### src/rtl/load_store_unit_if.sv
// Pipeline request/response and data-memory signals of the load/store unit.
// slave = the unit itself; master = the pipeline plus memory that surround it.
interface load_store_unit_if;
   logic        req_valid;
   logic        req_ready;
   logic        req_write;
   logic [1:0]  req_size;
   logic        req_unsigned;
   logic [63:0] req_addr;
   logic [63:0] req_wdata;
   logic        resp_valid;
   logic [63:0] resp_rdata;
   logic        resp_err;
   logic [63:0] Mem_Addr;
   logic [63:0] Write_Data;
   logic        MemRead;
   logic        MemWrite;
   logic [63:0] Read_Data;

   modport slave (
      input  req_valid, req_write, req_size, req_unsigned, req_addr, req_wdata, Read_Data,
      output req_ready, resp_valid, resp_rdata, resp_err, Mem_Addr, Write_Data, MemRead, MemWrite
   );

   modport master (
      output req_valid, req_write, req_size, req_unsigned, req_addr, req_wdata, Read_Data,
      input  req_ready, resp_valid, resp_rdata, resp_err, Mem_Addr, Write_Data, MemRead, MemWrite
   );
endinterface

### src/rtl/load_store_unit.sv
// Load/store unit for a 64-bit byte-addressed memory: sub-dword stores go through read-modify-write.
// Response 1 cycle (error), 2 (load, sd) or 3 (sub-dword store) after accept; req_ready only in IDLE.
module load_store_unit #(
   parameter int MEM_BYTES = 64
) (
   input  logic              clk,
   input  logic              reset_n,
   load_store_unit_if.slave  bus
);

   typedef enum logic [1:0] {IDLE, RD, WR, RESP} state_t;

   state_t      state;
   state_t      state_nxt;
   logic        accept;
   logic        req_err;
   logic [3:0]  nbytes;
   logic [64:0] end_addr;

   logic        write_q;
   logic        unsigned_q;
   logic [1:0]  size_q;
   logic [63:0] addr_q;
   logic [63:0] wdata_q;
   logic [63:0] wr_dat_q;
   logic [63:0] rdata_q;
   logic        err_q;

   logic [5:0]  shamt;
   logic [63:0] size_mask;
   logic [63:0] shifted;
   logic [63:0] load_val;
   logic [63:0] merged;

   assign accept = bus.req_valid && (state == IDLE);

   // Range check is done one bit wider than the address so a request near 2^64 cannot wrap into range.
   always_comb begin
      nbytes   = 4'd1 << bus.req_size;
      end_addr = {1'b0, bus.req_addr} + 65'(nbytes);
      req_err  = ((bus.req_addr[2:0] & (3'(nbytes) - 3'd1)) != 3'd0) ||
                 (end_addr > 65'(MEM_BYTES));
   end

   always_comb begin
      shamt   = {addr_q[2:0], 3'b000};
      shifted = bus.Read_Data >> shamt;
      case (size_q)
         2'd0:    size_mask = 64'h0000_0000_0000_00FF;
         2'd1:    size_mask = 64'h0000_0000_0000_FFFF;
         2'd2:    size_mask = 64'h0000_0000_FFFF_FFFF;
         default: size_mask = 64'hFFFF_FFFF_FFFF_FFFF;
      endcase
      case (size_q)
         2'd0:    load_val = {{56{shifted[7]  & ~unsigned_q}}, shifted[7:0]};
         2'd1:    load_val = {{48{shifted[15] & ~unsigned_q}}, shifted[15:0]};
         2'd2:    load_val = {{32{shifted[31] & ~unsigned_q}}, shifted[31:0]};
         default: load_val = shifted;
      endcase
      merged = (bus.Read_Data & ~(size_mask << shamt)) | ((wdata_q & size_mask) << shamt);
   end

   always_ff @(posedge clk or negedge reset_n) begin
      if (!reset_n) begin
         state <= IDLE;
      end else begin
         state <= state_nxt;
      end
   end

   always_comb begin
      state_nxt = state;
      case (state)
         IDLE: begin
            if (accept) begin
               if (req_err)                  state_nxt = RESP;
               else if (!bus.req_write)      state_nxt = RD;
               else if (bus.req_size == 2'd3) state_nxt = WR;
               else                          state_nxt = RD;
            end
         end
         RD:      state_nxt = write_q ? WR : RESP;
         WR:      state_nxt = RESP;
         default: state_nxt = IDLE;
      endcase
   end

   always_ff @(posedge clk or negedge reset_n) begin
      if (!reset_n) begin
         write_q    <= 1'b0;
         unsigned_q <= 1'b0;
         size_q     <= 2'd0;
         addr_q     <= 64'd0;
         wdata_q    <= 64'd0;
         wr_dat_q   <= 64'd0;
         rdata_q    <= 64'd0;
         err_q      <= 1'b0;
      end else if (accept) begin
         write_q    <= bus.req_write;
         unsigned_q <= bus.req_unsigned;
         size_q     <= bus.req_size;
         addr_q     <= bus.req_addr;
         wdata_q    <= bus.req_wdata;
         wr_dat_q   <= bus.req_wdata;
         rdata_q    <= 64'd0;
         err_q      <= req_err;
      end else if (state == RD) begin
         if (write_q) wr_dat_q <= merged;
         else         rdata_q  <= load_val;
      end
   end

   // Enables decode straight from state so an async reset drops them without waiting for an edge.
   always_comb begin
      bus.req_ready  = (state == IDLE);
      bus.resp_valid = (state == RESP);
      bus.resp_rdata = rdata_q;
      bus.resp_err   = err_q;
      bus.MemRead    = (state == RD);
      bus.MemWrite   = (state == WR);
      bus.Mem_Addr   = ((state == RD) || (state == WR)) ? {addr_q[63:3], 3'b000} : 64'd0;
      bus.Write_Data = (state == WR) ? wr_dat_q : 64'd0;
   end

endmodule

### src/flat_wrapper.sv
// flat-port wrapper written by rule: the top's interface ports become plain ports
module load_store_unit_flat 
#(
   parameter int MEM_BYTES = 64
)
  (clk, reset_n, bus_req_valid, bus_req_write, bus_req_size, bus_req_unsigned, bus_req_addr, bus_req_wdata, bus_Read_Data, bus_req_ready, bus_resp_valid, bus_resp_rdata, bus_resp_err, bus_Mem_Addr, bus_Write_Data, bus_MemRead, bus_MemWrite);
  load_store_unit_if bus_i ();
  input  logic clk;
  input  logic reset_n;
  input wire logic [$bits(bus_i.req_valid)-1:0] bus_req_valid;
  input wire logic [$bits(bus_i.req_write)-1:0] bus_req_write;
  input wire logic [$bits(bus_i.req_size)-1:0] bus_req_size;
  input wire logic [$bits(bus_i.req_unsigned)-1:0] bus_req_unsigned;
  input wire logic [$bits(bus_i.req_addr)-1:0] bus_req_addr;
  input wire logic [$bits(bus_i.req_wdata)-1:0] bus_req_wdata;
  input wire logic [$bits(bus_i.Read_Data)-1:0] bus_Read_Data;
  output wire logic [$bits(bus_i.req_ready)-1:0] bus_req_ready;
  output wire logic [$bits(bus_i.resp_valid)-1:0] bus_resp_valid;
  output wire logic [$bits(bus_i.resp_rdata)-1:0] bus_resp_rdata;
  output wire logic [$bits(bus_i.resp_err)-1:0] bus_resp_err;
  output wire logic [$bits(bus_i.Mem_Addr)-1:0] bus_Mem_Addr;
  output wire logic [$bits(bus_i.Write_Data)-1:0] bus_Write_Data;
  output wire logic [$bits(bus_i.MemRead)-1:0] bus_MemRead;
  output wire logic [$bits(bus_i.MemWrite)-1:0] bus_MemWrite;
  assign bus_i.req_valid = bus_req_valid;
  assign bus_i.req_write = bus_req_write;
  assign bus_i.req_size = bus_req_size;
  assign bus_i.req_unsigned = bus_req_unsigned;
  assign bus_i.req_addr = bus_req_addr;
  assign bus_i.req_wdata = bus_req_wdata;
  assign bus_i.Read_Data = bus_Read_Data;
  assign bus_req_ready = bus_i.req_ready;
  assign bus_resp_valid = bus_i.resp_valid;
  assign bus_resp_rdata = bus_i.resp_rdata;
  assign bus_resp_err = bus_i.resp_err;
  assign bus_Mem_Addr = bus_i.Mem_Addr;
  assign bus_Write_Data = bus_i.Write_Data;
  assign bus_MemRead = bus_i.MemRead;
  assign bus_MemWrite = bus_i.MemWrite;
  load_store_unit #(.MEM_BYTES(MEM_BYTES)) u_core (.clk(clk), .reset_n(reset_n), .bus(bus_i));
endmodule
### config.mk
export PLATFORM = sky130hd
export DESIGN_NAME = load_store_unit_flat
export DESIGN_NICKNAME = d
export VERILOG_FILES = /design/src/rtl/load_store_unit_if.sv /design/src/rtl/load_store_unit.sv /design/src/flat_wrapper.sv
export SDC_FILE = /design/constraint.sdc
export NUM_CORES = 1
export LEC_CHECK = 0
export CELL_PAD_IN_SITES_DETAIL_PLACEMENT = 0
export CELL_PAD_IN_SITES_GLOBAL_PLACEMENT = 1
export CORE_MARGIN = 2
export CORE_UTILIZATION = 37
export DETAILED_ROUTE_END_ITERATION = 7
export GPL_TIMING_DRIVEN = 1
export PLACE_DENSITY = 0.91
export SLEW_MARGIN = 20
export SYNTH_ARGS = -nofsm -noshare
export SYNTH_HDL_FRONTEND = slang
export SYNTH_SLANG_ARGS = --single-unit
### constraint.sdc
create_clock -name clk -period 4 [get_ports clk]
set_clock_uncertainty 0.15 [all_clocks]
set_input_delay 0.8 -clock clk [delete_from_list [all_inputs] [get_ports clk]]
set_output_delay 0.8 -clock clk [all_outputs]
set_load 0.005 [all_outputs]
### Yosys cells after proc, flatten, opt, wreduce, memory -nomap -nowiden

Index checks and enable logic that the tools add are counted.

| word-level totals | value |
|---|---|
| register bits | 263 |
| input port bits | 199 |
| output and inout port bits | 197 |
| logic and storage cells | 59 |

| operators by class | value |
|---|---|
| add/sub/neg operators | 2 |
| $lt $le $gt $ge | 1 |
| eq/ne operators | 8 |
| shift operators | 4 |
| muxes and demuxes | 16 |
| bitwise gates (word level) | 9 |
| reduce and logical (&&, ||, !) cells | 10 |

Operators with widths:

| operator | count |
|---|---|
| two-way mux 64 bit | 8 |
| case mux 64 bit (3 select lines) | 2 |
| AND 64 bit | 2 |
| left shift 64 x 6 -> 64 bit | 2 |
| adder 64 x 4 -> 65 bit | 1 |
| greater-than comparator 65 x 7 -> 1 bit, second input constant | 1 |
| inverter 64 bit | 1 |
| bitwise OR 64 bit | 1 |
| >> shifter 64 x 6 -> 64 bit | 1 |
| == test 2 bit, second input constant | 4 |
| two-way mux 2 bit | 4 |
| case mux 2 bit (3 select lines) | 1 |
| == test 2 x 1 -> 1 bit, second input constant | 2 |
| logical NOT 2 bit | 2 |
| != test 2 x 1 -> 1 bit, second input constant | 2 |
| AND reduction 2 bit | 2 |
| nonzero test 2 bit | 2 |
| left shift 1 x 2 -> 4 bit, first input constant | 1 |
| AND 1 bit | 3 |
| AND 3 bit | 1 |
| nonzero test 3 bit | 1 |
| subtractor 3 x 1 -> 3 bit, second input constant | 1 |
| logical OR 1 bit | 2 |
| logical AND 1 bit | 1 |
| 2 further kinds | 2 |

### Longest topological paths before layout

| logic depth | value |
|---|---|
| word-level depth | 9 |
| gate-level depth with buffers | 14 |
| mapped depth without buffers | 13 |

### Least setup slack after synthesis

OpenSTA, ideal clock, no wires.

| timing path | value |
|---|---|
| path kind | input port to flip-flop |
| start | input port bus_req_size[1] |
| end | register u_core.state[1] |
| setup time | 0.141 ns |
| arrival time | 3.765 ns |
| data required time | 3.709 ns |
| slack | -0.057 ns |
| stages on the path | 14 |
| buffers on the path | 1 |
| cell sequence | nor2_1 > ha_1 > inv_1 > fa_1 > nand2b_1 > a2111oi_4 > buf_4 > nand3_2 > a2111oi_0 > nor3_1 > a2111oi_2 > nand4_1 > nor4_2 > a32oi_1 |

| between the ends | value |
|---|---|
| longest elaborated chain between the ends | 8 |
| elaborated cells between the ends (all ways) | 13 |
| classes of those cells | add/sub (2); order compare (1); eq/ne (1); shift (1); mux (5); bitwise (1); reduce/logical (2) |

Ends and longest elaborated chain:

| what | RTL line | source |
|---|---|---|
| from (decl) | flat_wrapper.sv:12 | `input wire logic [$bits(bus_i.req_size)-1:0] bus_req_size;` |
| branches (longest 5 deep; another with adder 64 x 4 -> 65 bit) | n/a |  |
| two-way mux 2 bit * | load_store_unit.sv:76 | `if (req_err) state_nxt = RESP;` |
| two-way mux 2 bit * | load_store_unit.sv:75 | `if (accept) begin` |
| case mux 2 bit (3 select lines) * | load_store_unit.sv:73 | `case (state)` |
| to (signal assigned) | load_store_unit.sv:67 | `state <= state_nxt;` |
| to (decl) | load_store_unit.sv:13 | `state_t state;` |

Mark *: on every way between the ends. The select of a mux whose other input is x is not followed.
A chain may end at the register's enable or synchronous reset.

### Worst setup path after layout

Ends and elaborated chain as after synthesis.

==> metrics.txt <==
Worst EP arrival=4.15 ns; Slowest-stage cell, CP=or4_2; Initial DRC Count=1,781; initial cell density of the core=37.6%; worst vdd ir=442 µV; Placement Cell Area=21,900 µm²; routability-driven placement congestion ratio=1.01; CTS sink cnt=263; CP Launch Type=primary input; Slew Viols, Final=0; Core Area=44,300 µm²; WL/cell=24.3 µm; relative slew slack=39.3%; largest net degree at the start of global routing=118; pre-CTS WS=-0.750 ns; htree depth=1; Critical Path, Cell by Cell=dlygate4sd2_1 > nor2_2 > ha_1 > inv_1 > fa_1 > nand2b_4 > a2111oi_4 > nand4_2 > buf_4 > or4_2 > nand3_2 > a2111oi_4 > nand4_1 > nor4_2 > buf_4 > a32oi_2; outcome=finished clean; ys async rst share=100%; syn_area_per_cell=7.86 µm²; clock buffer depth=3; worst hold path type=primary input to asynchronous set/reset pin; worst-margin pin slew=0.911 ns; count of final setup violators=0; DR vias=18.1k; largest cells by area after synthesis=dfrtp_1 (40%), nand2_1 (12%), o21ai_0 (6.2%); drt total wl=76,400 µm; clock root cell=clkbuf_16; die width=216 µm; Via density=5.76; crit path max fanout=4; cell area after layout=23,000 µm²; die area=46,700 µm²; met3 usage=7.96%; Detail Placement HPWL=58,100 µm; fraction of layout cells with a size suffix above 1=11.1%; Post-CTS Hold Buffers=0; Clk pin slew, worst setup/hold paths=0.06 ns; Final Power=17.2 mW; CP endpoint kind=register; Top Usage Layer GRT=met2; Worst EP required=4.35 ns; total gr overflow=0; Worst Setup Slack, final=0.205 ns; Mapped Cells=2,119; Die Ht=216 µm; Port Buffers=392; EDFF count, synth=0; GR Util All Layers=31.9%; Clk Latency, worst-skew pair=0.60 ns; first-pass GRT wire length=114,000 µm; I/O pin count=396; Period Utilization, post-route=94.9%; # rows=77; Layout Area Growth over Synthesis=37.9%; pwr dens=751 nW/µm²; Num CTS Buffers=29; DR DRC count=0; NumNets Final=2,738; Synth top area share=39.5%; Max Clk Rate=264 MHz; area leader, netlist=dfrtp_1; drt first pass iters=6; Leakage=9.79 nW; Post-DRT Antenna Nets=0; CTS tree=yes; Top delay family on crit path=simple AND/OR/NAND/NOR gates; worst path buffer plus inverter count=4; Mapped Area=16,600 µm²; number of global-route vias before repair=17.7k; #FFs+latches synth=263; max cap viols=0; Netlist cell types=81; Final Hold Fails=0; Primary FF master, synth=dfrtp_1; Sum Neg Setup Slack=0 ns; met2 Use GR=50.1%; critical path's largest stage delay=0.65 ns; synth warn=0; kind of critical path=primary input to register; met1 usage=42.5%; sequential area share after synthesis=39.5%; RSZ-0062 raised after global routing=false; Final min period=3.79 ns; initial antenna violation count=5
[placed cells by master (no fill, tap or decap), types with 10 or more instances in the layout]
master	instances
mux2_2	40
nor2_1	152
a32oi_1	10
a211oi_1	10
a221oi_1	13
dfrtp_1	260
a221o_1	10
nor2b_1	15
xor2_1	12
nand4_1	30
nor4_1	14
and2_1	133
nor3_1	19
a21oi_1	153
nand3_1	21
o211ai_1	29
clkbuf_16	29
inv_1	20
o21ai_0	205
a31oi_1	18
buf_4	137
nand2_1	532
clkdlybuf4s50_1	387
a22oi_1	23
a22o_1	32
o22ai_1	12
mux2i_1	64
[per-layer routing]
metal,up-vias,wire (µm),part of all wire (%)
met2,940,34000,44
met5,-,47,0.061
li1,8229,-,-
met1,8800,31900,42
met4,6,3080,4.0
met3,149,7380,9.7
[worst register-to-register path, delay by kind of cell (launching register included)]
family,cells,cell delay (ns)
AOI/OAI and AO/OA,5,1.29
DFF,1,0.69
and+or+nand+nor,4,1.11
[final timing paths]
path	from	end	slack [ns]	depth (start not counted)
max	bus_req_size[1]	u_core.state[1]	0.21	16
max in group asynchronous	reset_n	u_core.bus.resp_rdata[6]	2.79	2
min	reset_n	u_core.wr_dat_q[35]	0.06	1
min reg2reg	u_core.addr_q[3]	u_core.addr_q[3]	0.32	2
min in group clk	u_core.addr_q[3]	u_core.addr_q[3]	0.32	2
max reg2reg	u_core.size_q[0]	u_core.wr_dat_q[60]	0.72	9
[logic make-up after synthesis]
family	share of synthesized area, %
mux	6.55
flops	39.5
other cells	0.0225
simple gates	27.1
buf+inv	4.28
xor+xnor	0.894
compound gates	20.8
fa+ha+maj	0.797
[stage by stage]
step                      cells  util [%]  hold slack (ns)
after floorplan            2121         -            0.288
after global placement     3087      49.4            0.301
after detailed placement   3087      49.4            0.305
after CTS                  3144      51.8           0.0816
after global routing       3144      51.8           0.0905
final                      3145      51.8           0.0581
[cell usage after synthesis (all sizes together) (24+ instances only)]
library cell and number:
and2 134, nor2 157, nand3 24, nand2 536, nand4 35, a21oi 153
o21ai 206, clkbuf 128, mux2 40, o211ai 29, a22o 32, mux2i 64
buf 32, dfrtp 263
[layout make-up]
cell class	instances	area (µm²)
Fill cell	4316	21400
Multi-Input combinational cell	1678	9430
Sequential cell	263	6590
Timing Repair Buffer	537	5120
Clock buffer	39	823
Tap cell	592	741
Clock inverter	15	181
Inverter	20	75.1
Antenna cell	1	2.50
[power by group]
part | leakage (nW) | internal (mW) | switching, mW
Combinational | 6.01 | 4.08 | 5.23
Clock | 0.494 | 1.65 | 1.20
Sequential | 3.29 | 3.91 | 1.18
[registers in the layout, indices dropped and copies added (netlist names)]
signal and cells:
u_core.addr_q 64, u_core.bus.resp_rdata 64, u_core.wdata_q 64, u_core.wr_dat_q 64, u_core.size_q 2, u_core.state 2, u_core.bus.resp_err 1, u_core.unsigned_q 1
u_core.write_q 1
[timing repair]
item,CTS,global route
gates resized for setup,11,1
pin swaps,5,1
endpoints found under the setup margin,3,3
setup buffers,3,0
No activity file was read; power rests on OpenSTA's default activity.
